==> src/rtl/updown_ssd_pkg.sv <==
// Shared types and 7-segment glyph constants for the up/down counter display.
// Segment order is {A,B,C,D,E,F,G}: bit 6 = A ... bit 0 = G, active-high.
package updown_ssd_pkg;

    typedef logic [6:0] seg_t;

    localparam seg_t SEG_0     = 7'h7E;
    localparam seg_t SEG_1     = 7'h30;
    localparam seg_t SEG_2     = 7'h6D;
    localparam seg_t SEG_3     = 7'h79;
    localparam seg_t SEG_4     = 7'h33;
    localparam seg_t SEG_5     = 7'h5B;
    localparam seg_t SEG_6     = 7'h5F;
    localparam seg_t SEG_7     = 7'h70;
    localparam seg_t SEG_8     = 7'h7F;
    localparam seg_t SEG_9     = 7'h7B;
    localparam seg_t SEG_A     = 7'h77;
    localparam seg_t SEG_B     = 7'h1F;  // lowercase b
    localparam seg_t SEG_C     = 7'h4E;
    localparam seg_t SEG_D     = 7'h3D;  // lowercase d
    localparam seg_t SEG_E     = 7'h4F;
    localparam seg_t SEG_F     = 7'h47;
    localparam seg_t SEG_BLANK = 7'h00;

    // Hex nibble to active-high segment pattern.
    function automatic seg_t seg_encode(input logic [3:0] nibble);
        seg_t s;
        case (nibble)
            4'h0:    s = SEG_0;
            4'h1:    s = SEG_1;
            4'h2:    s = SEG_2;
            4'h3:    s = SEG_3;
            4'h4:    s = SEG_4;
            4'h5:    s = SEG_5;
            4'h6:    s = SEG_6;
            4'h7:    s = SEG_7;
            4'h8:    s = SEG_8;
            4'h9:    s = SEG_9;
            4'hA:    s = SEG_A;
            4'hB:    s = SEG_B;
            4'hC:    s = SEG_C;
            4'hD:    s = SEG_D;
            4'hE:    s = SEG_E;
            4'hF:    s = SEG_F;
            default: s = SEG_BLANK;
        endcase
        return s;
    endfunction

endpackage

==> src/rtl/tick_gen.sv <==
// Free-running prescaler: one-cycle tick every DIV clocks, first tick DIV cycles after reset.
module tick_gen #(
    parameter int unsigned DIV = 2
) (
    input  logic clk,
    input  logic rst,
    output logic tick
);

    localparam int unsigned CW = (DIV > 2) ? $clog2(DIV) : 1;
    localparam logic [CW-1:0] LAST = CW'(DIV - 1);

    logic [CW-1:0] cnt_q;

    // Wrapping divide counter; tick is decoded from its terminal value.
    always_ff @(posedge clk) begin
        if (rst) begin
            cnt_q <= '0;
        end else if (cnt_q == LAST) begin
            cnt_q <= '0;
        end else begin
            cnt_q <= cnt_q + 1'b1;
        end
    end

    assign tick = (cnt_q == LAST);

endmodule

==> src/rtl/updown_ssd_mux.sv <==
// N-digit up/down counter with enable and synchronous load, driving a
// time-multiplexed 7-segment display.
// Build option: define UPDOWN_SSD_BCD_EN for decimal (BCD) counting with load clamping;
// otherwise the counter is plain binary with a hex display.
module updown_ssd_mux
    import updown_ssd_pkg::*;
#(
    parameter int unsigned NUM_DIGITS     = 4,
    parameter int unsigned CLK_HZ         = 100_000_000,
    parameter int unsigned COUNT_HZ       = 1,
    parameter int unsigned SCAN_HZ        = 1000,
    parameter int unsigned SEG_ACTIVE_LOW = 0
) (
    input  logic                    clk,
    input  logic                    rst,
    input  logic                    en,
    input  logic                    dir,
    input  logic                    load,
    input  logic [4*NUM_DIGITS-1:0] load_val,
    output logic [4*NUM_DIGITS-1:0] count,
    output logic                    wrap,
    output logic [6:0]              seg,
    output logic [NUM_DIGITS-1:0]   sel
);

    localparam int unsigned W        = 4 * NUM_DIGITS;
    localparam int unsigned CNT_DIV  = CLK_HZ / COUNT_HZ;
    localparam int unsigned SCAN_DIV = CLK_HZ / SCAN_HZ;
    localparam int unsigned IDX_W    = (NUM_DIGITS > 1) ? $clog2(NUM_DIGITS) : 1;
    localparam logic [IDX_W-1:0] IDX_LAST = IDX_W'(NUM_DIGITS - 1);
    localparam logic INV = (SEG_ACTIVE_LOW != 0);
    localparam logic [NUM_DIGITS-1:0] SEL_INV = {NUM_DIGITS{INV}};
    localparam seg_t                  SEG_INV = {7{INV}};

    logic             cnt_tick;
    logic             scan_tick;
    logic [W-1:0]     count_nx;
    logic             at_bound;
    logic [W-1:0]     load_fix;
    logic [IDX_W-1:0] idx_q;
    logic [3:0]       nibble;
    logic [NUM_DIGITS-1:0] sel_raw;

    tick_gen #(
        .DIV (CNT_DIV)
    ) u_cnt_tick (
        .clk  (clk),
        .rst  (rst),
        .tick (cnt_tick)
    );

    tick_gen #(
        .DIV (SCAN_DIV)
    ) u_scan_tick (
        .clk  (clk),
        .rst  (rst),
        .tick (scan_tick)
    );

`ifdef UPDOWN_SSD_BCD_EN
    logic carry;

    // Digit-wise BCD step; carry/borrow out of the top digit marks a wrap.
    always_comb begin
        count_nx = count;
        carry    = 1'b1;
        for (int i = 0; i < NUM_DIGITS; i++) begin
            if (carry) begin
                if (dir) begin
                    if (count[4*i+:4] >= 4'd9) begin
                        count_nx[4*i+:4] = 4'd0;
                    end else begin
                        count_nx[4*i+:4] = count[4*i+:4] + 4'd1;
                        carry            = 1'b0;
                    end
                end else begin
                    if (count[4*i+:4] == 4'd0) begin
                        count_nx[4*i+:4] = 4'd9;
                    end else begin
                        count_nx[4*i+:4] = count[4*i+:4] - 4'd1;
                        carry            = 1'b0;
                    end
                end
            end
        end
        at_bound = carry;
    end

    // Non-decimal nibbles of the load value saturate to 9.
    always_comb begin
        load_fix = load_val;
        for (int i = 0; i < NUM_DIGITS; i++) begin
            if (load_val[4*i+:4] > 4'd9) begin
                load_fix[4*i+:4] = 4'd9;
            end
        end
    end
`else
    // Binary step; wrap when leaving all-ones upward or zero downward.
    always_comb begin
        count_nx = dir ? (count + W'(1)) : (count - W'(1));
        at_bound = dir ? (count == {W{1'b1}}) : (count == '0);
        load_fix = load_val;
    end
`endif

    // Counter: load beats an enabled tick, which beats hold; wrap only on an enabled tick.
    always_ff @(posedge clk) begin
        if (rst) begin
            count <= '0;
            wrap  <= 1'b0;
        end else if (load) begin
            count <= load_fix;
            wrap  <= 1'b0;
        end else if (cnt_tick && en) begin
            count <= count_nx;
            wrap  <= at_bound;
        end else begin
            wrap  <= 1'b0;
        end
    end

    // Scan index steps through the digits on each scan tick.
    always_ff @(posedge clk) begin
        if (rst) begin
            idx_q <= '0;
        end else if (scan_tick) begin
            idx_q <= (idx_q == IDX_LAST) ? '0 : idx_q + 1'b1;
        end
    end

    // Digit select and the nibble it shows, both from the current index.
    always_comb begin
        nibble  = 4'd0;
        sel_raw = '0;
        for (int i = 0; i < NUM_DIGITS; i++) begin
            if (idx_q == IDX_W'(i)) begin
                nibble     = count[4*i+:4];
                sel_raw[i] = 1'b1;
            end
        end
    end

    // sel and seg registered together so the pins never show a mismatched pair.
    always_ff @(posedge clk) begin
        if (rst) begin
            sel <= NUM_DIGITS'(1) ^ SEL_INV;
            seg <= SEG_0 ^ SEG_INV;
        end else begin
            sel <= sel_raw ^ SEL_INV;
            seg <= seg_encode(nibble) ^ SEG_INV;
        end
    end

endmodule
==> config.mk <==
export PLATFORM = sky130hd
export DESIGN_NAME = updown_ssd_mux
export DESIGN_NICKNAME = d
export VERILOG_FILES = /design/src/rtl/updown_ssd_pkg.sv /design/src/rtl/tick_gen.sv /design/src/rtl/updown_ssd_mux.sv
export SDC_FILE = /design/constraint.sdc
export NUM_CORES = 1
export LEC_CHECK = 0
export ABC_CLOCK_PERIOD_IN_PS = 2300
export BUFFER_PORTS_ARGS = -buffer_cell sky130_fd_sc_hd__buf_4
export CAP_MARGIN = 25
export CORE_ASPECT_RATIO = 0.8
export CORE_MARGIN = 2
export CORE_UTILIZATION = 55
export CTS_BUF_LIST = sky130_fd_sc_hd__clkbuf_8
export CTS_CLUSTER_SIZE = 12
export DETAILED_ROUTE_END_ITERATION = 7
export GPL_ROUTABILITY_DRIVEN = 0
export PLACE_DENSITY = 0.81
export SLEW_MARGIN = 10
export SYNTH_ARGS = -nofsm -noshare
export SYNTH_HDL_FRONTEND = slang
export SYNTH_SLANG_ARGS = --single-unit
==> constraint.sdc <==
create_clock -name clk -period 2.3 [get_ports clk]
set_input_delay 0.345 -clock clk [delete_from_list [all_inputs] [get_ports clk]]
set_output_delay 0.345 -clock clk [all_outputs]
set_load 0.05 [all_outputs]
==> results_dict.tcl <==
set metrics [dict create \
    postRouteAntennaNets 0 \
    dieWidth_um 105.1 \
    grt_pass1_vias 4063 \
    slew_viol_final 0 \
    ys_types 67 \
    fin_crit_sh_pct 94.65 \
    slew_headroom_pct 59.11 \
    antennaDiodeCount 0 \
    worstPathMaxFanout 9 \
    yosys_warnings 0 \
    dp.cells 714 \
    fmax_mhz 459.4 \
    crit_arrival_ns 2.48 \
    layout_common_cells "buf_4, nor2_1, dfxtp_1" \
    powerDensity_nw_per_um2 586.2 \
    initial_utilization_pct 56.64 \
    rows 29 \
    crit_chain "inv_1 > ha_2 > a21oi_1 > o21ai_0 > a22oi_2 > inv_1 > ha_1 > inv_1 > mux4_2 > nand2b_1" \
    finalNonFillerCells 730 \
    antenna_found_initial 0 \
    worstSetupPathType "register to register" \
    via_per_inst 5.774 \
    num-fill-cells 618 \
    worst_path_max_delay_cell "mux4_2" \
    clk_latency_ns 0.36 \
    clkSinkCount 74 \
    cp.required_ns 2.60 \
    maxCapViolCount 0 \
    grt_max_degree 37 \
    avgSynthCellArea_um2 8.304 \
    grt_use_total_pct 24.99 \
    synth_edf_count 0 \
    wl_per_cell_um 15.15 \
    cts_hold_buf 0 \
    die_area_um2 8927 \
    ys_ff_latch 74 \
    end_kind "register" \
    grt_overflow 0 \
    drt_iter0_drc 237 \
    hold_ws_ns 0.2342 \
    power_uw 3193 \
    cts_made_buffers 9 \
    outcome "finished, final reports clean" \
    multi_input_area_um2 2796 \
    cts_tree "built" \
    ys_seq_area_share_pct 32.92 \
    worst_hold_path_type "input port to register" \
    area_growth_pct 21.02 \
    synth_area_um2 4501 \
    final.min_clock_period_ns 2.177 \
    start_kind "register" \
    async_flop_share_pct 0 \
    crit_top_cell "inv_1" \
    fin_nets 666 \
    coreArea_um2 7946 \
    dp_hpwl_um 8092 \
    leakagePower_uw 0.002260 \
    drc_errors 0 \
    io_pins 49 \
    num_vias 4215 \
    peakVddDrop_mv 0.5079 \
    fin_setup_tns_ns 0 \
    max_stage_delay_ns 0.46 \
    clock_skew_ns 0.01260 \
    setup_viol 0 \
    clkSlewWorstSetupHoldPaths_ns 0.09 \
    hold_viol 0 \
    drt-total-wl_um 11060 \
    cts_root_buffer "clkbuf_8" \
    regArea_um2 1490 \
    drive_gt1_share_pct 22.35 \
    port_buffers 48 \
    synthesis.nets 591 \
    clock_path_buffers 2 \
    grt_pass1_wl_um 18280 \
    tightest_slew_ns 0.6077 \
    rsz0062_at_grt "true" \
    netlist_instances 542 \
    layout_commonest_cell "buf_4" \
    die_h_um 84.91 \
    cts_max_level 3 \
    dr.pass1.iters 6 \
    synth-main-ff-cell "dfxtp_1" \
    postLayoutCoreUtil_pct 68.54 \
]
[critical path: cells and delay by family, from the launching register on]
family | cells | cell delay, ns
adders and majority gates | 2 | 0.56
muxes | 1 | 0.46
AOI/OAI and AO/OA | 3 | 0.42
DFF | 1 | 0.37
buffers and inverters | 3 | 0.23
and+or+nand+nor | 1 | 0.08
[layer usage]
metal / vias to the layer above / share of wire, % / track usage [%]
met5: - / 0 / 0
met4: 0 / 2.4 / 8.727
met3: 34 / 7.1 / 6.452
met2: 168 / 48 / 44.57
met1: 1950 / 42 / 29.25
li1: 2063 / - / -
[metrics by stage]
step | setup WS (ns) | instance area (µm²)
after CTS | 0.01075 | 5438
after detailed placement | -0.1921 | 5202
after floorplan | 0.01256 | 4521
after global routing | -0.01046 | 5446
after global placement | -0.1321 | 5202
final | 0.1231 | 5446
[sequential cells by signal, indices dropped and copies added, names as in the netlist]
signal	count
u_cnt_tick.cnt_q	27
u_scan_tick.cnt_q	17
count	16
seg	7
sel	4
idx_q	2
wrap	1
[path summary, 6_finish.rpt]
kind                                        endpoint  slack (ns)  depth (start not counted)                  from
worst min register to register  u_scan_tick.cnt_q[0]        0.45                          1  u_scan_tick.cnt_q[0]
worst max register to register                seg[3]        0.12                         10              idx_q[0]
worst max-delay path                          seg[3]        0.12                         10              idx_q[0]
worst min-delay path                        count[7]        0.23                          3           load_val[7]
[cells in the mapped netlist, types with 5 or more instances]
cell type   n  area, µm²
nor2_1     78      292.8
dfxtp_1    74       1481
nand2_1    31      116.4
inv_1      28      105.1
ha_1       27      337.8
a21oi_1    26      130.1
xor2_1     26      227.7
nand3_1    24      120.1
xnor2_1    24      210.2
clkbuf_1   14      52.55
nand4_1    14      87.58
nor2b_1    12      75.07
nor3_1     12      60.06
o21ai_0    11      55.05
nor4_1     10      62.56
and3_1      9      56.30
a211oi_1    7      52.55
buf_2       7      35.03
mux2i_1     7      70.07
or3_1       7      43.79
nand2b_1    6      37.54
o21a_1      6      45.04
a31oi_1     5      31.28
[timing repair]
item	in CTS	in global routing
pin swaps	0	1
buffers inserted	0	0
endpoints found under the setup margin	1	8
gates resized for setup	1	6
[power by group]
part	internal (µW)	switching, µW
sequential	1320	34.1
clock	654	530
combinational	280	378
[layout make-up]
type,instances,area share [%]
multi-input cells,413,51.34
flip-flops and latches,74,27.36
repair buffers,91,12.54
clock buffers,10,2.527
well taps,108,2.481
inverters,28,1.999
clock inverters,6,1.746
[kinds of logic after synthesis]
kind of cell / synth area share [%]
multiplexers: 2.307
buffers and inverters: 5.365
XOR/XNOR: 9.730
AND/OR/NAND/NOR: 26.77
AO/OA/AOI/OAI: 14.96
flip-flops: 32.92
adder cells (fa/ha/maj): 7.951
Note: power is estimated with default switching activity, not from simulation.
